===== src/rtl/tff_toggle_seq_if.sv =====
// ---------------------------------------------------------------------------
// tff_toggle_seq_if
//
// Purpose: command/status bundle for the T flip-flop toggle sequencer.
//
// Signals:
//   cmd_valid    command present (master -> slave)
//   cmd_ready    sequencer accepts a command this cycle (slave -> master)
//   cmd_mask     channels to toggle
//   cmd_count    number of toggle pulses to issue
//   cmd_gap      idle cycles between consecutive pulses
//   T            toggle enables to the T flip-flop bank
//   q_mirror     shadow of the flip-flop Q states
//   busy         high while pulsing or waiting out a gap
//   done         one-cycle completion pulse
//   pulses_left  pulses still to issue
//
// Modports: master (command source / status sink), slave (the sequencer).
// ---------------------------------------------------------------------------
interface tff_toggle_seq_if #(
    parameter int WIDTH = 4,
    parameter int CNT_W = 8,
    parameter int GAP_W = 4
);
    logic             cmd_valid;
    logic             cmd_ready;
    logic [WIDTH-1:0] cmd_mask;
    logic [CNT_W-1:0] cmd_count;
    logic [GAP_W-1:0] cmd_gap;
    logic [WIDTH-1:0] T;
    logic [WIDTH-1:0] q_mirror;
    logic             busy;
    logic             done;
    logic [CNT_W-1:0] pulses_left;

    modport master (
        output cmd_valid, cmd_mask, cmd_count, cmd_gap,
        input  cmd_ready, T, q_mirror, busy, done, pulses_left
    );

    modport slave (
        input  cmd_valid, cmd_mask, cmd_count, cmd_gap,
        output cmd_ready, T, q_mirror, busy, done, pulses_left
    );
endinterface


===== src/rtl/tff_toggle_seq.sv =====
// ---------------------------------------------------------------------------
// tff_toggle_seq
//
// Purpose: accepts a (mask, count, gap) command and drives the T enables of a
// bank of WIDTH T flip-flops with `count` one-cycle pulses spaced `gap` idle
// cycles apart, keeping a shadow copy of the flip-flop Q states.
//
// Ports:
//   clk    single clock, rising-edge active
//   reset  asynchronous, active-high reset
//   abort  (only with TFF_TOGGLE_SEQ_ABORT_EN) stop the running operation
//   cmd    tff_toggle_seq_if.slave: command handshake plus T / status outputs
//
// Configuration:
//   TFF_TOGGLE_SEQ_ABORT_EN  when defined, adds the abort input. Without it
//                            every accepted operation runs to completion.
// ---------------------------------------------------------------------------
module tff_toggle_seq #(
    parameter int WIDTH = 4,
    parameter int CNT_W = 8,
    parameter int GAP_W = 4
) (
    input  logic                 clk,
    input  logic                 reset,
`ifdef TFF_TOGGLE_SEQ_ABORT_EN
    input  logic                 abort,
`endif
    tff_toggle_seq_if.slave      cmd
);

    typedef enum logic [1:0] {
        IDLE  = 2'd0,
        PULSE = 2'd1,
        GAP   = 2'd2,
        DONE  = 2'd3
    } state_t;

    state_t           state;
    state_t           state_nxt;

    logic [WIDTH-1:0] mask_r;
    logic [GAP_W-1:0] gap_r;
    logic [GAP_W-1:0] gap_cnt;
    logic [CNT_W-1:0] pulses_left_r;
    logic [WIDTH-1:0] q_r;
    logic [WIDTH-1:0] t_w;

    logic             accept;
    logic             degenerate;
    logic             abort_hit;

    assign accept     = (state == IDLE) && cmd.cmd_valid;
    // Nothing to toggle: skip straight to DONE without a pulse.
    assign degenerate = (cmd.cmd_count == '0) || (cmd.cmd_mask == '0);

`ifdef TFF_TOGGLE_SEQ_ABORT_EN
    // abort only matters while an operation is actually running.
    assign abort_hit  = abort && ((state == PULSE) || (state == GAP));
`else
    assign abort_hit  = 1'b0;
`endif

    // State register
    always_ff @(posedge clk or posedge reset) begin
        if (reset) begin
            state <= IDLE;
        end else begin
            state <= state_nxt;
        end
    end

    // Next-state logic
    always_comb begin
        state_nxt = state;
        case (state)
            IDLE: begin
                if (cmd.cmd_valid) begin
                    state_nxt = degenerate ? DONE : PULSE;
                end
            end
            PULSE: begin
                // pulses_left still holds the count before this pulse's decrement.
                if (abort_hit || (pulses_left_r == CNT_W'(1))) begin
                    state_nxt = DONE;
                end else if (gap_r == '0) begin
                    state_nxt = PULSE;
                end else begin
                    state_nxt = GAP;
                end
            end
            GAP: begin
                if (abort_hit) begin
                    state_nxt = DONE;
                end else if (gap_cnt == GAP_W'(1)) begin
                    state_nxt = PULSE;
                end
            end
            DONE: begin
                state_nxt = IDLE;
            end
            default: begin
                state_nxt = IDLE;
            end
        endcase
    end

    // Command latch, counters and Q shadow
    always_ff @(posedge clk or posedge reset) begin
        if (reset) begin
            mask_r        <= '0;
            gap_r         <= '0;
            gap_cnt       <= '0;
            pulses_left_r <= '0;
            q_r           <= '0;
        end else begin
            // A pulse in the current cycle always lands, even if aborted.
            q_r <= q_r ^ t_w;
            case (state)
                IDLE: begin
                    if (accept) begin
                        mask_r        <= cmd.cmd_mask;
                        gap_r         <= cmd.cmd_gap;
                        pulses_left_r <= degenerate ? '0 : cmd.cmd_count;
                    end
                end
                PULSE: begin
                    pulses_left_r <= abort_hit ? '0 : (pulses_left_r - CNT_W'(1));
                    gap_cnt       <= abort_hit ? '0 : gap_r;
                end
                GAP: begin
                    if (abort_hit) begin
                        pulses_left_r <= '0;
                        gap_cnt       <= '0;
                    end else begin
                        gap_cnt <= gap_cnt - GAP_W'(1);
                    end
                end
                default: begin
                end
            endcase
        end
    end

    assign t_w             = (state == PULSE) ? mask_r : '0;

    assign cmd.T           = t_w;
    assign cmd.q_mirror    = q_r;
    assign cmd.busy        = (state == PULSE) || (state == GAP);
    assign cmd.done        = (state == DONE);
    assign cmd.pulses_left = pulses_left_r;
    // Held low while reset is asserted so no command can be offered into reset.
    assign cmd.cmd_ready   = (state == IDLE) && !reset;

endmodule


===== src/flat_wrapper.sv =====
// flat-port wrapper written by rule: the top's interface ports become plain ports
module tff_toggle_seq_flat 
#(
    parameter int WIDTH = 4,
    parameter int CNT_W = 8,
    parameter int GAP_W = 4
)
  (clk, reset, cmd_cmd_valid, cmd_cmd_mask, cmd_cmd_count, cmd_cmd_gap, cmd_cmd_ready, cmd_T, cmd_q_mirror, cmd_busy, cmd_done, cmd_pulses_left);
  tff_toggle_seq_if #(.WIDTH(WIDTH), .CNT_W(CNT_W), .GAP_W(GAP_W)) cmd_i ();
  input  logic clk;
  input  logic reset;
  input wire logic [$bits(cmd_i.cmd_valid)-1:0] cmd_cmd_valid;
  input wire logic [$bits(cmd_i.cmd_mask)-1:0] cmd_cmd_mask;
  input wire logic [$bits(cmd_i.cmd_count)-1:0] cmd_cmd_count;
  input wire logic [$bits(cmd_i.cmd_gap)-1:0] cmd_cmd_gap;
  output wire logic [$bits(cmd_i.cmd_ready)-1:0] cmd_cmd_ready;
  output wire logic [$bits(cmd_i.T)-1:0] cmd_T;
  output wire logic [$bits(cmd_i.q_mirror)-1:0] cmd_q_mirror;
  output wire logic [$bits(cmd_i.busy)-1:0] cmd_busy;
  output wire logic [$bits(cmd_i.done)-1:0] cmd_done;
  output wire logic [$bits(cmd_i.pulses_left)-1:0] cmd_pulses_left;
  assign cmd_i.cmd_valid = cmd_cmd_valid;
  assign cmd_i.cmd_mask = cmd_cmd_mask;
  assign cmd_i.cmd_count = cmd_cmd_count;
  assign cmd_i.cmd_gap = cmd_cmd_gap;
  assign cmd_cmd_ready = cmd_i.cmd_ready;
  assign cmd_T = cmd_i.T;
  assign cmd_q_mirror = cmd_i.q_mirror;
  assign cmd_busy = cmd_i.busy;
  assign cmd_done = cmd_i.done;
  assign cmd_pulses_left = cmd_i.pulses_left;
  tff_toggle_seq #(.WIDTH(WIDTH), .CNT_W(CNT_W), .GAP_W(GAP_W)) u_core (.clk(clk), .reset(reset), .cmd(cmd_i));
endmodule

===== config.mk =====
export PLATFORM = sky130hd
export DESIGN_NAME = tff_toggle_seq_flat
export DESIGN_NICKNAME = d
export VERILOG_FILES = /design/src/rtl/tff_toggle_seq_if.sv /design/src/rtl/tff_toggle_seq.sv /design/src/flat_wrapper.sv
export SDC_FILE = /design/constraint.sdc
export NUM_CORES = 1
export LEC_CHECK = 0
export BUFFER_PORTS_ARGS = -buffer_cell sky130_fd_sc_hd__buf_2
export CAP_MARGIN = 20
export CORE_MARGIN = 5
export CORE_UTILIZATION = 50
export DETAILED_ROUTE_END_ITERATION = 16
export PLACE_DENSITY = 0.76
export REMOVE_ABC_BUFFERS = 1
export SLEW_MARGIN = 10
export SYNTH_ARGS = -nofsm -noshare
export SYNTH_HDL_FRONTEND = slang
export SYNTH_SLANG_ARGS = --single-unit

===== constraint.sdc =====
create_clock -name clk -period 2.23 [get_ports clk]
set_input_delay 0 -clock clk [delete_from_list [all_inputs] [get_ports clk]]
set_output_delay 0 -clock clk [all_outputs]
set_load 0.02 [all_outputs]

---- Yosys cells after proc, flatten, opt, wreduce, memory -nomap -nowiden ----
Cells that the tools add are included.
cells by class
  add/subtract/negate cells ............... 2
  equality and inequality tests ........... 8
  muxes and demuxes ....................... 11
  bitwise operators ....................... 1
  reductions and logical operators ........ 14
operator list
  cell                                               count
  2-to-1 mux 8 bit                                   2
  case mux 8 bit (2 select lines)                    1
  2-to-1 mux 2 bit                                   5
  == test 8 x 1 -> 1 bit (second input constant)     1
  logical NOT 4 bit                                  2
  logical NOT 8 bit                                  1
  case mux 2 bit (4 select lines)                    1
  case mux 4 bit (2 select lines)                    1
  subtractor 8 x 1 -> 8 bit (second input constant)  1
  AND reduction 2 bit                                3
  == test 2 bit (second input constant)              2
  == test 4 x 1 -> 1 bit (second input constant)     1
  2-to-1 mux 4 bit                                   1
  != test 2 x 1 -> 1 bit (second input constant)     2
  nonzero test 2 bit                                 2
  subtractor 4 x 1 -> 4 bit (second input constant)  1
  XOR 4 bit                                          1
  == test 2 x 1 -> 1 bit (second input constant)     1
  logical AND 1 bit                                  2
  logical NOT 2 bit                                  1
  logical OR 1 bit                                   2
  != test 2 bit (second input constant)              1
  logical NOT 1 bit                                  1
storage, ports and cells
  register bits ........................... 26
  input port bits ......................... 19
  output and inout port bits .............. 19
  word-level logic and storage cells ...... 42

---- Logic depth before layout (Yosys ltp) ----
  depth after elaboration ................. 5
  gate-level depth with buffers ........... 8
  mapped depth without buffers ............ 6

---- Worst setup path after synthesis ----
Ideal clock, no wire load.
  path kind ............................... flip-flop to flip-flop
  from .................................... reg u_core.state[0]
  to ...................................... reg u_core.pulses_left_r[2] (netlist: u_core.cmd.pulses_left[2])
  setup time .............................. 0.127 ns
  arrival time ............................ 1.552 ns
  required time ........................... 2.103 ns
  setup slack ............................. 0.551 ns
  cell stages (with the launch flop) ...... 8
  path buffers ............................ 1
  period minus slack after synthesis ...... 1.679 ns
  cell sequence ........................... dfrtp_1 -> inv_1 -> ha_1 -> mux2i_1 -> buf_2 -> o21ai_0 -> a222oi_1 -> inv_1
between the ends
  longest elaborated chain between the ends .. 4
  elaborated cells between the ends (all ways) .. 7
  those cells by class .................... eq/ne (2); mux (1); reduce/logical (4)
ends and longest elaborated chain
  what                              RTL line                                     RTL
  start, declared                   tff_toggle_seq.sv:38                         state_t state;
  start signal, assigned            tff_toggle_seq.sv:68                         state <= state_nxt;
  logical NOT 2 bit                 tff_toggle_seq.sv:52, tff_toggle_seq.sv:118
  logical AND 1 bit                 tff_toggle_seq.sv:52                         assign accept = (state == IDLE) && cmd.cmd_valid;
  != test 2 x 1 -> 1 bit (no line)  --
  AND reduction 2 bit (no line)     --
  end signal, assigned              tff_toggle_seq.sv:123                        pulses_left_r <= degenerate ? '0 : cmd.cmd_count;
  end signal, assigned              tff_toggle_seq.sv:127                        pulses_left_r <= abort_hit ? '0 : (pulses_left_r - CNT_W'(1));
  end, declared                     tff_toggle_seq.sv:44                         logic [CNT_W-1:0] pulses_left_r;
Parallel ways exist; a longest one is shown, timed or not.
A chain may end at the register's enable or synchronous reset.

---- Worst setup path after layout ----
  from .................................... reg u_core.state[0]
  to ...................................... reg u_core.pulses_left_r[6] (netlist: u_core.cmd.pulses_left[6])
Same word-level chain as after synthesis.

==> summary.md <==
| Metric | Value |
|---|---|
| Synth async-reset ratio | 100% |
| Top-count cell post-synth | dfrtp_1 |
| Gr usage total | 17.1% |
| Top cells by count, synth | dfrtp_1, o21ai_0, ha_1, inv_1, mux2_2 |
| Data required time of the worst path | 2460 ps |
| DRT Wirelength | 3380 um |
| Drt via density | 5.50 |
| Yosys top cell area share | 44.3% |
| Sequential share of the synthesized area | 44.3% |
| Post-synth top area cell | dfrtp_1 |
| Antenna violations before repair | 0 |
| Post-DP Area | 1680 um^2 |
| Critical-path maximum fanout | 7 |
| Worst Setup End Kind | flip-flop |
| Final Instance Area | 1890 um^2 |
| Final WS setup | 248 ps |
| Ys flop type | dfrtp_1 |
| Rows | 19 |
| Total CTS buffers | 3 |
| Area Overhead vs Synth | 28.6% |
| Worst-margin pin slew | 963 ps |
| DP Cell Count | 207 |
| Number of global-route vias before repair | 1203 |
| Maximum vdd drop | 1.18 mV |
| Top post-synthesis cells by area | dfrtp_1, ha_1, mux2_2, o21ai_0, nand2b_1 |
| Antenna viol nets, final | 0 |
| Warnings from Yosys | 0 |
| Final Skew | 2.91 ps |
| Fin util | 67.8% |
| CTS tree | done |
| Final GP Congestion | 0.861 |
| Fin. max-slew vios | 0 |
| Post-synth EDFFs | 0 |
| Hold/Removal Path Class | input pin to flip-flop |
| RSZ-0062 raised after global routing | false |
| Latest clock arrival within the worst-skew pair | 330 ps |
| Die Ht | 64.2 um |
| Hold Violations, Final | 0 |
| Num ports | 38 |
| Initial core utilization | 52.8% |
| Core ar. | 2780 um^2 |
| Wire per inst | 15.0 um |
| Post-synthesis register bit count | 26 |
| Crit path arrival time | 2210 ps |
| Final Non-Filler Cells | 226 |
| Largest net degree at the start of global routing | 27 |
| Final Cycle Share | 88.9% |
| Tot Pwr | 2.75 mW |
| Fin crit period | 1980 ps |
| Critical path class | flip-flop to flip-flop |
| Mapped Avg Cell Area | 10.3 um^2 |
| Layout net count | 224 |
| Lkg Pwr | 0.891 nW |
| Placement Setup Slack | 260 ps |
| Die area | 4120 um^2 |
| Setup TNS | 0 ps |
| First-pass GRT wire length | 5630 um |
| Post-synthesis cell area | 1470 um^2 |
| FILL cells | 218 |
| Drt first-iter violations | 34 |
| H-tree levels | 1 |
| Vias | 1244 |
| DRC | 0 |
| HPWL Detailed | 2540 um |
| Worst-path clk slew | 140 ps |
| Startpoint Class | flip-flop |
| Outcome | completed |
| Root Driver | clkbuf_4 |
| Worst hold slack | 97.4 ps |
| IO buf count | 37 |
| Highest Clock Rate | 0.504 GHz |
| Grt ovf | 0 |
| Count of cell types in the netlist | 41 |
| Final setup vio count | 0 |
| Relative slew slack | 35.8% |
| Number of max-cap violations | 0 |
| Layout cells sized above 1 | 29.2% |
| Antenna diode count | 0 |
| Clock sink total | 26 |
| Cell area power density | 1460 nW/um^2 |
| Post-Syn Instances | 142 |
| Drt pass-1 iters | 4 |
| Max Buffers Root-to-Sink | 2 |
| Die width | 64.2 um |
## repair_timing
action                                 in CTS  in global routing
buffers inserted                            0                  0
hold buffers                               15                  0
endpoints found under the hold margin      40                  0
gates resized for setup                     0                  0
setup endpoints to repair                   0                  0
## per-layer routing
metal	global-route usage (%)	vias to the layer above	share of wire, %
met5	0	-	0
met4	5.34	0	1.2
met3	3.50	5	4.9
met2	28.0	29	51
met1	22.6	589	43
li1	-	621	-
## state kept, by name, indices dropped and copies added, names as in the netlist
| register | cells |
|---|---|
| u_core.mask_r | 4 |
| u_core.state | 2 |
| u_core.cmd.q_mirror | 4 |
| u_core.gap_cnt | 4 |
| u_core.gap_r | 4 |
| u_core.cmd.pulses_left | 8 |
## cell type report
class                      count  area [um^2]  area share (%)
multi-input combinational    102          761            40.3
sequential                    26          651            34.5
timing repair buffer          54          350            18.6
tap                           31         38.8            2.06
inverter                       9         33.8            1.79
clock inverter                 1         30.0            1.59
clock buffer                   3         22.5            1.19
## critical path, cell delays in order (launching register included)
cell and delay (ps):
dfrtp_1 430, inv_1 150, ha_1 260, mux2i_1 450
nand2b_1 210, nor2_1 70, a221o_1 310
## kinds of logic after synthesis
family	count (synthesis)	share of synthesized area (%)
XOR/XNOR	4	2.39
adder cells (fa/ha/maj)	9	7.67
buffers and inverters	14	3.84
flip-flops	26	44.3
AO/OA/AOI/OAI	36	16.3
AND/OR/NAND/NOR	44	18.7
multiplexers	9	6.82
## where the power goes
part	switching [mW]	internal (mW)	leakage, nW
Clock	0.146	0.182	0.0279
Sequential	0.200	0.712	0.311
Combinational	0.865	0.648	0.552
## final timing paths
check | startpoint | endpoint | slack [ps] | depth (start not counted)
min in group asynchronous | reset | u_core.state[1] | 440 | 3
worst max register to register | u_core.state[0] | u_core.cmd.pulses_left[6] | 250 | 6
max in group asynchronous | reset | u_core.gap_r[2] | 1210 | 3
worst min register to register | u_core.cmd.q_mirror[0] | u_core.cmd.q_mirror[0] | 470 | 1
worst min-delay path | cmd_cmd_count[1] | u_core.cmd.pulses_left[1] | 100 | 4
worst max-delay path | u_core.state[0] | u_core.cmd.pulses_left[6] | 250 | 6
## cells in the final DEF (no fill, tap or decap), types with 5 or more instances in the layout
| cell | Yosys | routed |
|---|---|---|
| dfrtp_1 | 26 | 26 |
| o21ai_0 | 11 | 11 |
| a21oi_1 | 7 | 7 |
| and2_1 | 5 | 5 |
| ha_1 | 9 | 9 |
| nand2b_1 | 6 | 6 |
| nor2_1 | 6 | 6 |
| buf_2 | 2 | 37 |
| inv_1 | 9 | 9 |
| dlygate4sd3_1 | 0 | 15 |
| mux2_2 | 8 | 8 |
(Power assumes the default switching activity.)
